## src/rtl/uart_tx_arb.sv

```systemverilog
// Packet-level round-robin arbiter that merges NUM_REQ byte streams onto one uart_tx byte port.
// Each packet can be preceded by a {4'hA, id} header, and long packets are cut at MAX_PKT_LEN.
module uart_tx_arb #(
  parameter int NUM_REQ     = 4,
  parameter int ID_PREFIX   = 1,
  parameter int MAX_PKT_LEN = 64
) (
  input  logic                       clk,
  input  logic                       rst,
  input  logic [NUM_REQ*8-1:0]       req_data,
  input  logic [NUM_REQ-1:0]         req_vld,
  input  logic [NUM_REQ-1:0]         req_last,
  output logic [NUM_REQ-1:0]         req_rdy,
  output logic [7:0]                 tx_data,
  output logic                       tx_vld,
  input  logic                       tx_rdy,
  output logic [$clog2(NUM_REQ)-1:0] grant_id,
  output logic                       busy,
  output logic                       trunc
);

  localparam int IDW = $clog2(NUM_REQ);

  typedef enum logic [1:0] {IDLE, HDR, DATA} state_t;

  state_t         state_reg;
  logic [IDW-1:0] grant_reg;
  logic [IDW-1:0] last_grant_reg;
  logic [IDW-1:0] sel_next;
  logic [15:0]    cnt_reg;
  logic           busy_reg;
  logic           trunc_reg;

  logic [7:0]     req_byte [NUM_REQ];
  logic           g_vld;
  logic           g_last;
  logic [7:0]     g_data;
  logic           g_accept;

  genvar gi;
  generate
    for (gi = 0; gi < NUM_REQ; gi++) begin : g_unpack
      assign req_byte[gi] = req_data[8*gi +: 8];
    end
  endgenerate

  assign g_vld    = req_vld[grant_reg];
  assign g_last   = req_last[grant_reg];
  assign g_data   = req_byte[grant_reg];
  assign g_accept = (state_reg == DATA) && g_vld && tx_rdy;

  // Rotating priority: scan offsets from farthest to nearest so last_grant+1 wins.
  always_comb begin
    logic [IDW:0] idx;
    sel_next = last_grant_reg;
    idx      = '0;
    for (int k = NUM_REQ; k >= 1; k--) begin
      idx = {1'b0, last_grant_reg} + (IDW+1)'(k);
      if (idx >= (IDW+1)'(NUM_REQ)) idx = idx - (IDW+1)'(NUM_REQ);
      if (req_vld[idx[IDW-1:0]]) sel_next = idx[IDW-1:0];
    end
  end

  always_comb begin
    req_rdy = '0;
    tx_vld  = 1'b0;
    tx_data = 8'h00;
    case (state_reg)
      HDR: begin
        tx_vld  = 1'b1;
        tx_data = {4'hA, 4'(grant_reg)};
      end
      DATA: begin
        tx_vld             = g_vld;
        tx_data            = g_data;
        req_rdy[grant_reg] = tx_rdy;
      end
      default: ;
    endcase
  end

  always_ff @(posedge clk) begin
    if (rst) begin
      state_reg      <= IDLE;
      grant_reg      <= '0;
      last_grant_reg <= IDW'(NUM_REQ - 1);
      cnt_reg        <= '0;
      busy_reg       <= 1'b0;
      trunc_reg      <= 1'b0;
    end else begin
      trunc_reg <= 1'b0;
      case (state_reg)
        IDLE: begin
          if (|req_vld) begin
            grant_reg <= sel_next;
            busy_reg  <= 1'b1;
            if (ID_PREFIX != 0) state_reg <= HDR;
            else                state_reg <= DATA;
          end
        end
        HDR: begin
          if (tx_rdy) state_reg <= DATA;
        end
        DATA: begin
          if (g_accept) begin
            // A cut packet releases the grant exactly like a normal end.
            if (g_last || (cnt_reg == 16'(MAX_PKT_LEN - 1))) begin
              last_grant_reg <= grant_reg;
              cnt_reg        <= '0;
              busy_reg       <= 1'b0;
              trunc_reg      <= !g_last;
              state_reg      <= IDLE;
            end else begin
              cnt_reg <= cnt_reg + 16'd1;
            end
          end
        end
        default: state_reg <= IDLE;
      endcase
    end
  end

  assign grant_id = grant_reg;
  assign busy     = busy_reg;
  assign trunc    = trunc_reg;

endmodule

```

## config.mk

```make
export PLATFORM = sky130hd
export DESIGN_NAME = uart_tx_arb
export DESIGN_NICKNAME = d
export VERILOG_FILES = /design/src/rtl/uart_tx_arb.sv
export SDC_FILE = /design/constraint.sdc
export NUM_CORES = 1
export LEC_CHECK = 0
export CAP_MARGIN = 10
export CORE_ASPECT_RATIO = 1.2
export CORE_MARGIN = 4
export CORE_UTILIZATION = 47
export CTS_BUF_LIST = sky130_fd_sc_hd__clkbuf_8
export DETAILED_ROUTE_END_ITERATION = 10
export HOLD_SLACK_MARGIN = 0.05
export PLACE_DENSITY_LB_ADDON = 0.08
export SLEW_MARGIN = 20
export SYNTH_ARGS = -nofsm -noshare
export SYNTH_HDL_FRONTEND = slang
export SYNTH_SLANG_ARGS = --single-unit
```

## constraint.sdc

```tcl
create_clock -name clk -period 2.1 [get_ports clk]
set_input_delay 0.21 -clock clk [delete_from_list [all_inputs] [get_ports clk]]
set_output_delay 0.21 -clock clk [all_outputs]
set_load 0.005 [all_outputs]
```

Yosys cells after proc, flatten, opt, wreduce, memory -nomap -nowiden:

Index checks and enable logic that the tools add are counted.

* $add $sub $neg: 9
* magnitude comparators: 11
* eq/ne operators: 7
* muxes and demuxes: 38
* bitwise logic cells: 5
* reductions and logical operators: 14

Operator list (number)
* 2-to-1 mux 2 bit: 12
* adder 16 x 1 -> 16 bit, second input constant: 1
* binary-select mux 8 bit (select 2 bit): 1
* == test 16 x 6 -> 1 bit, second input constant: 1
* 2-to-1 mux 16 bit: 1
* 2-to-1 mux 8 bit: 2
* one-hot mux 8 bit (2 select lines): 1
* greater-or-equal comparator 3 bit, second input constant: 5
* < comparator 2 x 3 -> 1 bit, second input constant: 5
* binary-select mux 1 bit (select 2 bit): 6
* 2-to-1 mux 1 bit: 10
* AND reduction 4 bit: 2
* OR reduction 4 bit: 2
* subtractor 2 x 1 -> 2 bit, second input constant: 4
* adder 2 x 2 -> 3 bit, second input constant: 2
* inequality test 2 bit, second input constant: 3
* one-hot mux 2 bit (3 select lines): 1
* AND 4 bit: 1
* 2-to-1 mux 4 bit: 1
* one-hot mux 1 bit (2 select lines): 2
* AND reduction 2 bit: 2
* adder 2 x 1 -> 3 bit, second input constant: 1
* adder 2 x 3 -> 3 bit, second input constant: 1
* logical AND 1 bit: 3
* 12 further kinds: 14

* flip-flop bits (word level): 24
* logic and storage cells: 90

Longest topological paths before layout:

Gate-level depths: netlist of the first run.

* depth in word-level cells: 9
* gate-level depth with buffers: 8

Least setup slack after synthesis of the first run:

OpenSTA, ideal clock, no wires.

* kind: reg-to-reg
* start point: reg state_reg[0]
* end point: reg cnt_reg[11]
* arrival: 1.779 ns
* data required time: 2.020 ns
* path slack: 0.240 ns
* cell stages (with the launch flop): 7
* path buffers: 0
* path through: dfxtp_1 > inv_1 > ha_1 > nand3_2 > o22a_2 > or4_1 > a211oi_2

* longest elaborated chain between the ends: 4

Ends and longest elaborated chain
* start, declared: line 26 `state_t state_reg;`
* start signal, assigned: line 84 `state_reg <= IDLE;`
* start signal, assigned: line 97 `if (ID_PREFIX != 0) state_reg <= HDR;`
* start signal, assigned: line 98 `else state_reg <= DATA;`
* == test 2 bit (*): line 50, 92
* logical AND 1 bit (2 in series): line 50 `assign g_accept = (state_reg == DATA) && g_vld && tx_rdy;`
* AND reduction 2 bit (no source line) (*)
* end signal, assigned: line 114 `cnt_reg <= cnt_reg + 16'd1;`
* end, declared: line 30 `logic [15:0] cnt_reg;`

Every way passes the cells marked *; elsewhere a longest branch is shown, timed or not.
A chain may end at the register's enable or synchronous reset.

Final worst setup path of the first run:

* start point: reg grant_reg[0], in the netlist grant_id[0]
* end point: out tx_data[1]

* longest elaborated chain between the ends: 5

Ends and longest elaborated chain
* start, declared: line 27 `logic [IDW-1:0] grant_reg;`
* start signal, assigned: line 95 `grant_reg <= sel_next;`
* inverter 2 -> 3 bit (not written as such): line 49 `assign g_data = req_byte[grant_reg];`
* binary-select mux 8 bit (select 2 bit): line 49
* 2-to-1 mux 8 bit (not written as such) (2 in series): line 49
* one-hot mux 8 bit (2 select lines): line 68 `case (state_reg)`
* end, declared: line 14 `output logic [7:0] tx_data,`

Every way passes these cells. The select of a mux whose other input is x is not followed.

==> key figures, run 1 <==
Global routing
  – Antenna violations before repair: 0
  – Global router's overall resource usage: 0.2142
  – Global-route wire length before repair: between 8000 and 9000 µm
  – Pin count of the biggest net entering global routing: 20
  – Final global-route overflow total: 0
  – Number of global-route vias before repair: about 1,800

Cells and area
  – Layout Area Growth over Synthesis: 47.93%
  – Fraction of the core area covered by cells at the end of the flow: 0.7249
  – Flip-flop count of the largest register after layout: 16
  – Layout cells sized above 1: 0.2070
  – Number of nets in the layout: slightly above 300
  – Count of inserted antenna diode cells: 0

Die
  – Placement row count: 24
  – Area inside the core boundary: 0.003633 mm²
  – Die Span Y: 75.42 µm
  – Boundary Pins: 60
  – Die area: 0.004841 mm²
  – Floorplan die width: around 64 µm
  – Starting Density: 0.4900

STA
  – Worst clock skew: about 0.0073 ns
  – Fmax achieved: 490.2 MHz
  – Final worst-path cycle share: 0.9715
  – Worst hold margin: 0.4817 ns
  – Final count of negative-setup-slack endpoints: 0
  – Final period demand of the worst path: 2.040 ns
  – Headroom to the max-slew limit: 0.7374
  – Slew at the pin closest to its max-slew limit: 0.3830 ns
  – Pins Over Slew Limit: 0
  – Final critical-path setup slack: 0.05993 ns
  – Count of final hold-check violations: 0

Run
  – Max-cap violations: 0

Clocking
  – TritonCTS clock tree: built
  – Total number of H-tree levels: 1
  – Number of CTS-inserted buffers: 3
  – Worst-Skew Late Latency: approximately 0.27 ns
  – Clock Pin Slew Worst Setup and Hold Paths: 0.09 ns
  – Clk buf depth: 2
  – Hold buffer count at CTS: 0
  – Root Buffer: sky130_fd_sc_hd__clkbuf_8
  – CTS sink count: 24

Synth
  – Top-count cell post-synth: sky130_fd_sc_hd__dfxtp_1
  – Mean post-synth cell area: 9.572 µm²
  – Cell taking the most area after synthesis: sky130_fd_sc_hd__dfxtp_1
  – Cells after synthesis: 186
  – Synth warn: 0
  – Sequential fraction of the synthesis area: 0.2699
  – Post-Synthesis Net Count: 235
  – Top_reg_cell synth: sky130_fd_sc_hd__dfxtp_1
  – Library cells used by synthesis: 47
  – Synthesized flop and latch total: 24
  – Area share of the largest cell type after synthesis: 0.2699
  – Number of synthesized flops with an enable pin: 0
  – Netlist area before placement: 0.001780 mm²
  – Dominant cells by area after synthesis: sky130_fd_sc_hd__dfxtp_1 27%, sky130_fd_sc_hd__mux4_2 11%, sky130_fd_sc_hd__a211oi_2 6.3%
  – Asr flop ratio synth: 0
  – Most frequent cells after synthesis: 24 x sky130_fd_sc_hd__dfxtp_1, 14 x sky130_fd_sc_hd__nand2_1, 9 x sky130_fd_sc_hd__a211oi_2, 9 x sky130_fd_sc_hd__mux4_2, 9 x sky130_fd_sc_hd__o31ai_1

Placement
  – Count of port buffers added during placement: 59
  – Worst-case setup slack after placement: 0.01397 ns
  – Global placement routability congestion: 0.7986
  – Half-perimeter wire length after placement: between 4000 and 5000 µm

Pwr
  – Static leakage: approximately 0.98 nW
  – Final total power: 1.828 mW
  – Peak supply drop: 0.4161 mV
  – Power per cell area: between 600 and 700 mW/mm²

Detailed routing
  – DRC violations left: 0
  – Post-DRT Antenna Nets: 0
  – Met1 WL: 1974 µm
  – Wire length on met2: 2789 µm
  – Total vias in the final route: between 1,500 and 2,000
  – Met3 Routed Length: between 300 and 400 µm
  – Top layer in use: met4
  – Average routed wire per standard cell: 16.98 µm
  – Detailed-router iteration count before antenna repair: 4
  – Count of routing violations after the opening detailed-route iteration: 84
  – Routed via count divided by cell count: 5.903
  – Total Wirelength: 5230 µm

Critical path
  – Reg-to-reg critical path startpoint: grant_id[0]
  – Required time of the worst setup path: 1.89 ns
  – CP Data Arrival Time: 1.83 ns
  – Critical Path Fanout Max: 7
  – CP Capture Type: output pin
  – Startpoint type of the worst setup path: flop
  – Flop-to-flop setup slack: 0.15 ns
  – Type of the worst setup path: reg -> out
  – Logic depth of the worst register-to-register path: 6
  – Worst reg2reg path endpoint: cnt_reg[11]

Status
  – Status: complete, no violations

Hold path
  – Worst hold path depth: 2
  – Kind of path behind the tightest hold check: reg -> reg
  – Origin of the worst min-delay path: busy
  – Terminating pin of the worst hold path: busy
-- layer usage --
| metal | track usage | vias to the layer above |
|---|---|---|
| met2 | 0.3995 | 63 |
| met1 | 0.2431 | 873 |
| li1 | - | 872 |
| met4 | 0.07746 | 0 |
| met5 | 0 | - |
| met3 | 0.04572 | 10 |
-- logic make-up after synthesis --
family | share of synthesized area
simple gates | 0.2347
mux | 0.1532
flops | 0.2699
compound gates | 0.2326
buf+inv | 0.06254
xor+xnor | 0.004920
fa+ha+maj | 0.04216
-- worst max-delay path: stages (launching register included) --
cell and delay, ns:
sky130_fd_sc_hd__dfxtp_2 0.35, sky130_fd_sc_hd__buf_12 0.12, sky130_fd_sc_hd__buf_4 0.12, sky130_fd_sc_hd__mux4_2 0.50
sky130_fd_sc_hd__a22oi_2 0.13, sky130_fd_sc_hd__nor2b_1 0.06, sky130_fd_sc_hd__dlygate4sd2_1 0.27
-- cell type report --
| cell class | instances | area (µm²) |
|---|---|---|
| multi-input cells | 141 | 1214 |
| clock buffers | 3 | 41.29 |
| clock inverters | 1 | 30.03 |
| fillers | 274 | 999.7 |
| repair buffers | 79 | 772.0 |
| flip-flops and latches | 24 | 481.7 |
| well taps | 52 | 65.06 |
| inverters | 8 | 30.03 |
-- through the flow --
stage,setup TNS (ns),cell area [µm²],cells
after floorplan,0,1780,186
after global placement,0,2507,301
after detailed placement,0,2507,301
after CTS,0,2584,307
after global routing,-0.01404,2634,308
final,0,2634,308
-- power by group --
part / switching (mW) / internal, mW / total (mW)
sequential: 0.0352 / 0.496 / 0.531
clock: 0.149 / 0.255 / 0.404
combinational: 0.390 / 0.503 / 0.893
total: 0.574 / 1.25 / 1.83
-- worst max-delay path by stage --
| stage | start | to | depth (start not counted) |
|---|---|---|---|
| global route | grant_id[0] | tx_data[1] | 6 |
| finish | grant_id[0] | tx_data[1] | 6 |
| floorplan | state_reg[0] | cnt_reg[11] | 6 |
| CTS | state_reg[0] | req_rdy[0] | 6 |
| detailed placement | req_vld[3] | cnt_reg[3] | 6 |
| global placement | tx_rdy | cnt_reg[9] | 5 |
-- placed cells by master (no fill, tap or decap), types with 3 or more instances in the layout --
master / n
sky130_fd_sc_hd__or4_4: 3
sky130_fd_sc_hd__nand2_1: 14
sky130_fd_sc_hd__clkdlybuf4s50_1: 48
sky130_fd_sc_hd__a21oi_1: 7
sky130_fd_sc_hd__a211oi_2: 9
sky130_fd_sc_hd__nor3_1: 3
sky130_fd_sc_hd__mux4_2: 9
sky130_fd_sc_hd__ha_1: 5
sky130_fd_sc_hd__dlygate4sd2_1: 9
sky130_fd_sc_hd__o211ai_1: 4
sky130_fd_sc_hd__or4_1: 8
sky130_fd_sc_hd__o31ai_1: 9
sky130_fd_sc_hd__mux2i_1: 7
sky130_fd_sc_hd__clkbuf_8: 3
sky130_fd_sc_hd__nand4_1: 3
sky130_fd_sc_hd__buf_12: 3
sky130_fd_sc_hd__dfxtp_1: 23
sky130_fd_sc_hd__and3_1: 6
sky130_fd_sc_hd__nor2_1: 4
sky130_fd_sc_hd__or3_1: 6
sky130_fd_sc_hd__a211oi_1: 5
sky130_fd_sc_hd__o21ai_0: 5
sky130_fd_sc_hd__nand3_1: 3
sky130_fd_sc_hd__buf_4: 17
sky130_fd_sc_hd__nor2b_1: 6
sky130_fd_sc_hd__inv_1: 8
-- repair_timing --
action,in CTS,in global routing
endpoints found under the setup margin,8,17
setup buffers,2,1
gates resized for setup,10,6
Power figures use the tool's default switching activity.
==> run 2: changes to the inputs <==
--- a/config.mk
+++ b/config.mk
@@ -7,7 +7,6 @@
 export LEC_CHECK = 0
 export CAP_MARGIN = 10
 export CORE_ASPECT_RATIO = 1.2
-export CORE_MARGIN = 4
 export CORE_UTILIZATION = 47
 export CTS_BUF_LIST = sky130_fd_sc_hd__clkbuf_8
 export DETAILED_ROUTE_END_ITERATION = 10
==> key figures, run 2 (synthesis gave the netlist of run 1 again) <==
Status
  – Status: complete, no violations

Global routing
  – Number of global-route vias before repair: 1,881 (+3.3%)
  – Global router's overall resource usage: 0.2579 (+0.04372)
  – Final global-route overflow total: 0 (unchanged)
  – Global-route wire length before repair: 8293 µm (-0.59%)
  – Antenna violations before repair: 0 (unchanged)
  – Pin count of the biggest net entering global routing: 20 (unchanged)

STA
  – Fmax achieved: 488.5 MHz (-0.33%)
  – Final worst-path cycle share: 0.9747 (+0.003261)
  – Headroom to the max-slew limit: 0.7479 (+0.01055)
  – Count of final hold-check violations: 0 (unchanged)
  – Final period demand of the worst path: 2.047 ns (+0.006849 ns)
  – Pins Over Slew Limit: 0 (unchanged)
  – Slew at the pin closest to its max-slew limit: 0.3676 ns (-0.01539 ns)
  – Setup TNS: 0 ns (unchanged)
  – Final count of negative-setup-slack endpoints: 0 (unchanged)
  – Worst clock skew: 0.004697 ns (-0.002617 ns)

Cells and area
  – FILL cells: 282 (+2.9%)
  – Layout Area Growth over Synthesis: 46.94%
  – Number of nets in the layout: 306 (unchanged)
  – Count of inserted antenna diode cells: 0 (unchanged)
  – Flip-flop count of the largest register after layout: 16 (unchanged)
  – Highest-count cells in the layout ignoring fill and taps: 48 x sky130_fd_sc_hd__clkdlybuf4s50_1, 22 x sky130_fd_sc_hd__dfxtp_1, 17 x sky130_fd_sc_hd__buf_4
  – Sequential cell area: 483.0 µm² (+0.26%)
  – Layout cells sized above 1: 0.2148 (+0.007813)
  – Footprint of the multi-input gates: 0.001205 mm² (-0.72%)
  – Final non-filler cell area: 0.002616 mm² (-0.67%)
  – Leading cell type in the layout, fill and taps excluded: sky130_fd_sc_hd__clkdlybuf4s50_1

Critical path
  – Logic depth of the worst register-to-register path: 6 (unchanged)
  – Largest stage delay on the critical path: 0.50 ns (about the same)
  – Critical Path Fanout Max: 10 (+3)
  – Cells traversed along the worst timing path: buf_12 > buf_4 > mux4_2 > and3_1 > dlygate4sd2_1
  – Worst setup path end: tx_data[4]
  – Worst reg2reg path endpoint: cnt_reg[14]
  – CP Data Arrival Time: 1.84 ns (about the same)
  – Flop-to-flop setup slack: 0.13 ns (-0.02 ns)
  – Crit path from: grant_id[0]
  – CP Capture Type: output pin
  – Critical path's top delay family: buffers and inverters
  – Reg-to-reg critical path startpoint: grant_id[0]
  – CP max-delay cell: sky130_fd_sc_hd__mux4_2
  – Required time of the worst setup path: 1.89 ns (about the same)
  – Type of the worst setup path: reg -> out
  – Levels on crit path: 5 (-1)
  – Startpoint type of the worst setup path: flop
  – Worst path bufs/invs: 3 (unchanged)

Pwr
  – Power per cell area: 658.4 mW/mm² (-5.1%)
  – Static leakage: 1.020 nW (+4.2%)
  – Peak supply drop: 0.3586 mV (-14%)
  – Final total power: 1.723 mW (-5.8%)

Die
  – Boundary Pins: 60 (unchanged)
  – Die area: 0.004039 mm² (-17%)
  – Placement row count: 24 (unchanged)
  – Area inside the core boundary: 0.003633 mm² (unchanged)
  – Floorplan die width: 58.19 µm (-9.3%)
  – Starting Density: 0.4900 (unchanged)
  – Die Span Y: 69.42 µm (-8.0%)

Run
  – Max-cap violations: 0 (unchanged)

Clocking
  – CTS sink count: 24 (unchanged)
  – TritonCTS clock tree: built
  – Root Buffer: sky130_fd_sc_hd__clkbuf_8
  – Number of CTS-inserted buffers: 3 (unchanged)
  – Total number of H-tree levels: 1 (unchanged)
  – Clk buf depth: 2 (unchanged)
  – Worst-Skew Late Latency: 0.27 ns (about the same)
  – Clock Pin Slew Worst Setup and Hold Paths: 0.09 ns (about the same)

Detailed routing
  – Routed via count divided by cell count: 5.870 (-0.55%)
  – DRC violations left: 0 (unchanged)
  – Total vias in the final route: 1,808 (-0.55%)
  – Count of routing violations after the opening detailed-route iteration: 119 (+42%)
  – Post-DRT Antenna Nets: 0 (unchanged)
  – Total Wirelength: 5081 µm (-2.8%)
  – Average routed wire per standard cell: 16.50 µm (-2.8%)
  – Detailed-router iteration count before antenna repair: 4 (unchanged)

Hold path
  – Worst hold path depth: 2 (unchanged)
  – Kind of path behind the tightest hold check: reg -> reg

Placement
  – Half-perimeter wire length after placement: 3919 µm (-3.6%)
  – Global placement routability congestion: 0.8154 (+2.1%)
  – Dpl cell area: 0.002507 mm² (unchanged)
  – Count of port buffers added during placement: 59 (unchanged)
[run 2: changes by cell type in the layout (fill, tap and decap cells not counted), sizes merged]
cell          change
bufinv            -1
clkbuf            +1
dlygate4sd2       -4
dlymetal6s2s      +4
[run 2: timing repair]
action                                  CTS  global route
setup buffers                             3             0
endpoints found under the setup margin    8            20
pin swaps                                 0             1
gates resized for setup                   9             9
hold buffers                              0             0
[run 2: final cells by class]
cell class | instances | share of cell area
clock buffer | 4 | 0.02104
inverter | 8 | 0.01148
multi-input combinational | 141 | 0.4605
sequential | 24 | 0.1846
tap | 52 | 0.02487
timing repair buffer | 79 | 0.2975
[run 2: how the worst min path moves through the flow]
stage / from / end / slack (ns)
floorplan: rst / last_grant_reg[0] / 0.39
global placement: state_reg[1] / state_reg[1] / 0.46
detailed placement: busy / busy / 0.49
CTS: state_reg[1] / state_reg[1] / 0.50
global route: state_reg[1] / state_reg[1] / 0.51
finish: state_reg[1] / state_reg[1] / 0.49
[run 2: stage by stage]
| step | worst slack [ns] | utilization | instances | hold WS (ns) |
|---|---|---|---|---|
| 4_1_cts | -0.05372 | 0.7128 | 308 | 0.4977 |
| 5_1_grt | -0.001791 | 0.7200 | 308 | 0.5092 |
| 3_5_place_dp | 0.02261 | 0.6901 | 301 | 0.4852 |
| 6_report | 0.05308 | 0.7200 | 308 | 0.4920 |
| 2_1_floorplan | 0.2404 | - | 186 | 0.3933 |
| 3_3_place_gp | 0.08402 | 0.6901 | 301 | 0.4616 |
[run 2: layer usage]
layer	GRT usage	vias up	part of all wire
li1	-	873	-
met1	0.2790	858	0.39
met2	0.4943	68	0.54
met3	0.04104	9	0.055
met4	0.07672	0	0.013
met5	0	-	0
[run 2: report_power, final]
| part | internal (mW) | switching (mW) |
|---|---|---|
| Clock | 0.167 | 0.149 |
| Combinational | 0.495 | 0.379 |
| Sequential | 0.498 | 0.0355 |
| Total | 1.16 | 0.563 |
[run 2: tightest hold or removal path: cells and delay by family (launching register included)]
family        cells  cell delay, ns
flops             1            0.33
mux               1            0.05
simple gates      1            0.06
